<file path="src/rtl/mem_uncache_ctrl.sv">
// Uncached load/store controller between the MEM1 stage and the AXI bridge.
// One request at a time: latch it in IDLE, run the read or write handshake, pulse DONE.
module mem_uncache_ctrl #(
    parameter int ADDR_W = 32
) (
    input  logic              clk,
    input  logic              rst,
    input  logic              MEM1_uncache_valid,
    input  logic              MEM1_DMWr,
    input  logic [ADDR_W-1:0] MEM1_Paddr,
    input  logic [3:0]        MEM1_dCache_wstrb,
    input  logic [31:0]       MEM1_wdata,
    input  logic [1:0]        MEM1_rsize,
    output logic              MEM_unCache_data_ok,
    output logic [31:0]       uncache_Out,
    output logic              MEM_uncache_rd_req,
    output logic [2:0]        rd_type,
    output logic [ADDR_W-1:0] rd_addr,
    input  logic              rd_rdy,
    input  logic              ret_valid,
    input  logic              ret_last,
    input  logic [31:0]       ret_data,
    output logic              MEM_uncache_wr_req,
    output logic [2:0]        wr_type,
    output logic [ADDR_W-1:0] wr_addr,
    output logic [3:0]        wr_wstrb,
    output logic [31:0]       wr_data,
    input  logic              wr_rdy
);

    typedef enum logic [2:0] {
        IDLE    = 3'd0,
        RD_REQ  = 3'd1,
        RD_WAIT = 3'd2,
        WR_REQ  = 3'd3,
        DONE    = 3'd4
    } state_t;

    state_t            r_state;
    logic [ADDR_W-1:0] r_addr;
    logic [3:0]        r_wstrb;
    logic [31:0]       r_wdata;
    logic              r_dmwr;
    logic [1:0]        r_rsize;
    logic [31:0]       r_rdata;

    // Request fields are captured only on acceptance in IDLE, so they stay frozen for the whole transaction.
    always_ff @(posedge clk) begin
        if (rst) begin
            r_state <= IDLE;
            r_addr  <= '0;
            r_wstrb <= '0;
            r_wdata <= '0;
            r_dmwr  <= 1'b0;
            r_rsize <= '0;
            r_rdata <= '0;
        end else begin
            case (r_state)
                IDLE: begin
                    if (MEM1_uncache_valid) begin
                        r_addr  <= MEM1_Paddr;
                        r_wstrb <= MEM1_dCache_wstrb;
                        r_wdata <= MEM1_wdata;
                        r_dmwr  <= MEM1_DMWr;
                        r_rsize <= MEM1_rsize;
                        r_state <= MEM1_DMWr ? WR_REQ : RD_REQ;
                    end
                end
                RD_REQ: begin
                    if (rd_rdy) r_state <= RD_WAIT;
                end
                RD_WAIT: begin
                    if (ret_valid && ret_last) begin
                        r_rdata <= ret_data;
                        r_state <= DONE;
                    end
                end
                WR_REQ: begin
                    if (wr_rdy) r_state <= DONE;
                end
                DONE:    r_state <= IDLE;
                default: r_state <= IDLE;
            endcase
        end
    end

    assign MEM_uncache_rd_req  = (r_state == RD_REQ) && !r_dmwr;
    assign MEM_uncache_wr_req  = (r_state == WR_REQ) && r_dmwr;
    assign rd_type             = {1'b0, r_rsize};
    assign rd_addr             = r_addr;
    // Writes always go out as a full aligned word; the strobes pick the bytes.
    assign wr_type             = 3'b010;
    assign wr_addr             = {r_addr[ADDR_W-1:2], 2'b00};
    assign wr_wstrb            = r_wstrb;
    assign wr_data             = r_wdata;
    assign uncache_Out         = r_rdata;
    assign MEM_unCache_data_ok = ((r_state == IDLE) && !MEM1_uncache_valid) || (r_state == DONE);

endmodule

</file>
<file path="config.mk">
export PLATFORM = sky130hd
export DESIGN_NAME = mem_uncache_ctrl
export DESIGN_NICKNAME = d
export VERILOG_FILES = /design/src/rtl/mem_uncache_ctrl.sv
export SDC_FILE = /design/constraint.sdc
export NUM_CORES = 1
export LEC_CHECK = 0
export CAP_MARGIN = 20
export CORE_AREA = 2 2 99 101
export CTS_BUF_LIST = sky130_fd_sc_hd__clkbuf_16
export CTS_CLUSTER_DIAMETER = 50
export DETAILED_ROUTE_END_ITERATION = 10
export DIE_AREA = 0 0 101 103
export DONT_BUFFER_PORTS = 1
export GPL_TIMING_DRIVEN = 0
export MAX_ROUTING_LAYER = met4
export PLACE_DENSITY = 0.7
export SLEW_MARGIN = 20
export SYNTH_ARGS = -nofsm -noshare
export SYNTH_HDL_FRONTEND = slang
export SYNTH_SLANG_ARGS = --single-unit
</file>
<file path="constraint.sdc">
create_clock -name clk -period 1.6 [get_ports clk]
set_input_delay 0.16 -clock clk [delete_from_list [all_inputs] [get_ports clk]]
set_output_delay 0.16 -clock clk [all_outputs]
set_load 0.05 [all_outputs]
</file>
==> impl_metrics.py <==
metrics = {
    "timing": {
        "fmax_mhz": 629,
        "finalSetupViolCount": 0,
        "skew_ps": 5.78,
        "worstMarginPinSlew_ps": 661,
        "holdWs_ps": 127,
        "slew_viol_final": 0,
        "slew_headroom_pct": 55.9,
        "setup_tns_ps": 0,
        "rsz0062_at_grt": "true",
        "fin_crit_sh_pct": 99.4,
        "finalHoldViolCount": 0,
        "min_period_ps": 1590,
    },
    "critical_path": {
        "startpoint_type": "flop",
        "crit_end": "wr_data[18]",
        "max_stage_delay_ps": 550,
        "critical_path.startpoint": "r_state[2]",
        "crit_path_cell_trace": "buf_6, or4b_4, buf_12, buf_8, nand2_2, a21oi_2",
        "r2r_end": "wr_data[18]",
        "required_ps": 1810,
        "r2r_cells": 6,
        "setup.worst_path.end_class": "flop",
        "cp_slowest_cell": "or4b_4",
        "reg2reg_from": "r_state[2]",
        "ff2ff_setup_slack_ps": 10,
        "path_max_fanout": 10,
        "cp_data_arrival_time_ps": 1800,
        "crit_type": "flop to flop",
    },
    "clock_network": {
        "clk-insertion-delay-late_ps": 340,
        "htree_levels": 3,
        "cts.sinks": 106,
        "cts_buffers": 9,
        "cts-root-buf": "clkbuf_16",
        "clk_path_buf_depth": 2,
        "clk_pin_slew_ps": 80,
        "tritoncts": "done",
    },
    "placement": {
        "place_area_mm2": 0.00441,
        "dpl.cell_count": 637,
        "io_buffers": 0,
        "gp_congestion": 0.758,
        "dp_hpwl_mm": 8.35,
    },
    "detailed_routing": {
        "num_vias": 4036,
        "drcViolationCount": 0,
        "first_pass_iters": 4,
        "detail_route.iter0.violations": 128,
        "viasPerCell": 5.32,
        "detail-route-antenna-nets": 0,
        "wl_per_cell_um": 17.6,
        "drt-total-wl_mm": 13.4,
    },
    "power_and_ir_drop": {
        "p_per_area_mw_per_mm2": 1840,
        "p_seq_share_pct": 44.7,
        "combPwrFrac_pct": 33.0,
        "sw_frac_of_total_pct": 46.4,
        "intPower_uw": 5840,
        "max-vdd-ir-drop_mv": 1.13,
        "p_switching_uw": 5050,
        "p_clk_share_pct": 22.3,
        "leakagePower_uw": 0.00226,
        "total_power_uw": 10900,
    },
    "die": {
        "die_x_um": 101,
        "die_h_um": 103,
        "core_area_mm2": 0.00946,
        "rows": 36,
        "start_util_pct": 44.9,
        "die-area_mm2": 0.0104,
        "pin_count": 251,
    },
    "synth": {
        "postSynthAreaPerCell_um2": 8.18,
        "ys_seq_elements": 106,
        "ys_warn_count": 0,
        "synth_compound_area_share_pct": 16.6,
        "synthCells": 519,
        "synthMuxAreaShare_pct": 0.501,
        "synthSimpleGateAreaFrac_pct": 19.2,
        "yosys.area_share.adder_pct": 0,
        "synth_top_family_by_area": "simple AND/OR/NAND/NOR gates",
        "syn_area_mm2": 0.00425,
        "synth-xor-area-share_pct": 0,
        "ys_types": 28,
        "yosysSeqAreaShare_pct": 50.0,
    },
    "grt": {
        "grt_usage_pct": 24.5,
        "antenna_found_initial": 0,
        "top_usage_layer": "met2",
        "grt_overflow": 0,
        "grt_util_met3_pct": 6.92,
        "grt_pass1_wl_mm": 19.2,
        "grt_pass1_vias": 3926,
        "gr-usage-met2_pct": 43.0,
        "grt_max_degree": 20,
        "grt_util_met1_pct": 25.6,
    },
    "cells_and_area": {
        "final_common_cell": "nand2_1",
        "antenna_cells": 0,
        "layout-drive-gt1-share_pct": 17.4,
        "final_area_mm2": 0.00592,
        "most-common-layout-cells": "133 x nand2_1, 103 x dlygate4sd3_1, 103 x dfxtp_1, 94 x a21oi_1, 37 x buf_4",
        "synthToLayoutAreaGrowth_pct": 39.6,
        "nets": 749,
        "stdcell_count": 758,
    },
    "job": {
        "drv_cap": 0,
    },
    "worst_hold_path": {
        "hp-class": "input port to flop",
    },
    "run_status": {
        "status": "finished, final reports clean",
    },
}
## power by group through the flow
stage | clock, uW | sequential (uW) | combinational [uW]
after global placement | 0 | 4880 | 3000
after CTS | 2470 | 4840 | 3390
after floorplan | 0 | 4760 | 2630
after global routing | 2590 | 4910 | 3850
after detailed placement | 0 | 4900 | 3070
final | 2430 | 4870 | 3590
## critical path: cells and delay by family, from the launching register on
| kind | cells | cell delay (ps) |
|---|---|---|
| buf+inv | 3 | 410 |
| flops | 1 | 320 |
| simple gates | 2 | 640 |
| compound gates | 1 | 80 |
## cell usage after synthesis
cell | count | area (um^2)
or4b_1 | 1 | 10.0
or2_1 | 1 | 6.26
or4_1 | 1 | 7.51
o22ai_1 | 1 | 6.26
conb_1 | 2 | 7.51
buf_6 | 15 | 169
mux2i_1 | 1 | 10.0
nor4b_4 | 1 | 23.8
a211oi_1 | 1 | 7.51
dfxtp_1 | 106 | 2120
nor3b_1 | 1 | 7.51
buf_2 | 6 | 30.0
nand2b_2 | 1 | 8.76
nor2_1 | 3 | 11.3
nand3_1 | 33 | 165
mux2_2 | 1 | 11.3
nand2_1 | 143 | 537
o21ai_1 | 32 | 160
nor3_1 | 3 | 15.0
clkbuf_1 | 20 | 75.1
a21oi_1 | 103 | 515
or2b_1 | 1 | 7.51
inv_1 | 1 | 3.75
and3_1 | 1 | 6.26
and2b_1 | 1 | 7.51
buf_4 | 37 | 278
o32ai_2 | 1 | 16.3
buf_12 | 1 | 20.0
## flip-flops by register name (all words and copies together) (netlist names)
name and cells:
r_rsize 2, r_state 3, uncache_Out 32, wr_data 32, wr_wstrb 4, r_dmwr 1, rd_addr 32
## layer usage
| metal | part of all wire (%) | vias to the layer above | wire length [um] |
|---|---|---|---|
| li1 | - | 1917 | - |
| met1 | 37 | 1884 | 4940 |
| met2 | 52 | 207 | 6930 |
| met3 | 8.6 | 28 | 1150 |
| met4 | 2.5 | 0 | 336 |
| met5 | 0 | - | 0 |
## what timing repair did
item	4_1_cts	5_1_grt
resized for setup	7	35
endpoints found under the setup margin	73	95
hold endpoints to repair	103	0
pin swaps	1	1
hold buffers	103	0
buffers inserted	1	1
cloned	0	0
## cell families after synthesis
logic type	after synthesis
other	2
multiplexers	2
flip-flops	106
AO/OA/AOI/OAI	138
buffers and inverters	80
AND/OR/NAND/NOR	191
## worst min path at each step
| stage | slack, ps | cells after the start | to | start |
|---|---|---|---|---|
| after floorplan | 300 | 2 | r_dmwr | MEM1_DMWr |
| after global placement | 300 | 2 | wr_data[17] | MEM1_wdata[17] |
| after detailed placement | 300 | 2 | rd_addr[28] | MEM1_Paddr[28] |
| after CTS | 110 | 3 | r_state[1] | MEM1_DMWr |
| after global routing | 150 | 3 | r_state[1] | MEM1_DMWr |
| final | 130 | 3 | r_state[1] | MEM1_DMWr |
## final cells by class
class | instances | area, um^2
fill | 766 | 3530
timing repair buffer | 105 | 1060
inverter | 1 | 3.75
multi-input combinational | 337 | 1660
buffer | 79 | 597
tap | 114 | 143
sequential | 106 | 2130
clock buffer | 9 | 225
clock inverter | 7 | 110
## stage by stage
| stage | worst slack, ps | utilization [%] |
|---|---|---|
| floorplan | 131 | - |
| global placement | -119 | 46.7 |
| detailed placement | -142 | 46.7 |
| CTS | 9.25 | 61.6 |
| global route | -30.0 | 62.6 |
| finish | 10.1 | 62.6 |
Note: power is estimated with default switching activity, not from simulation.
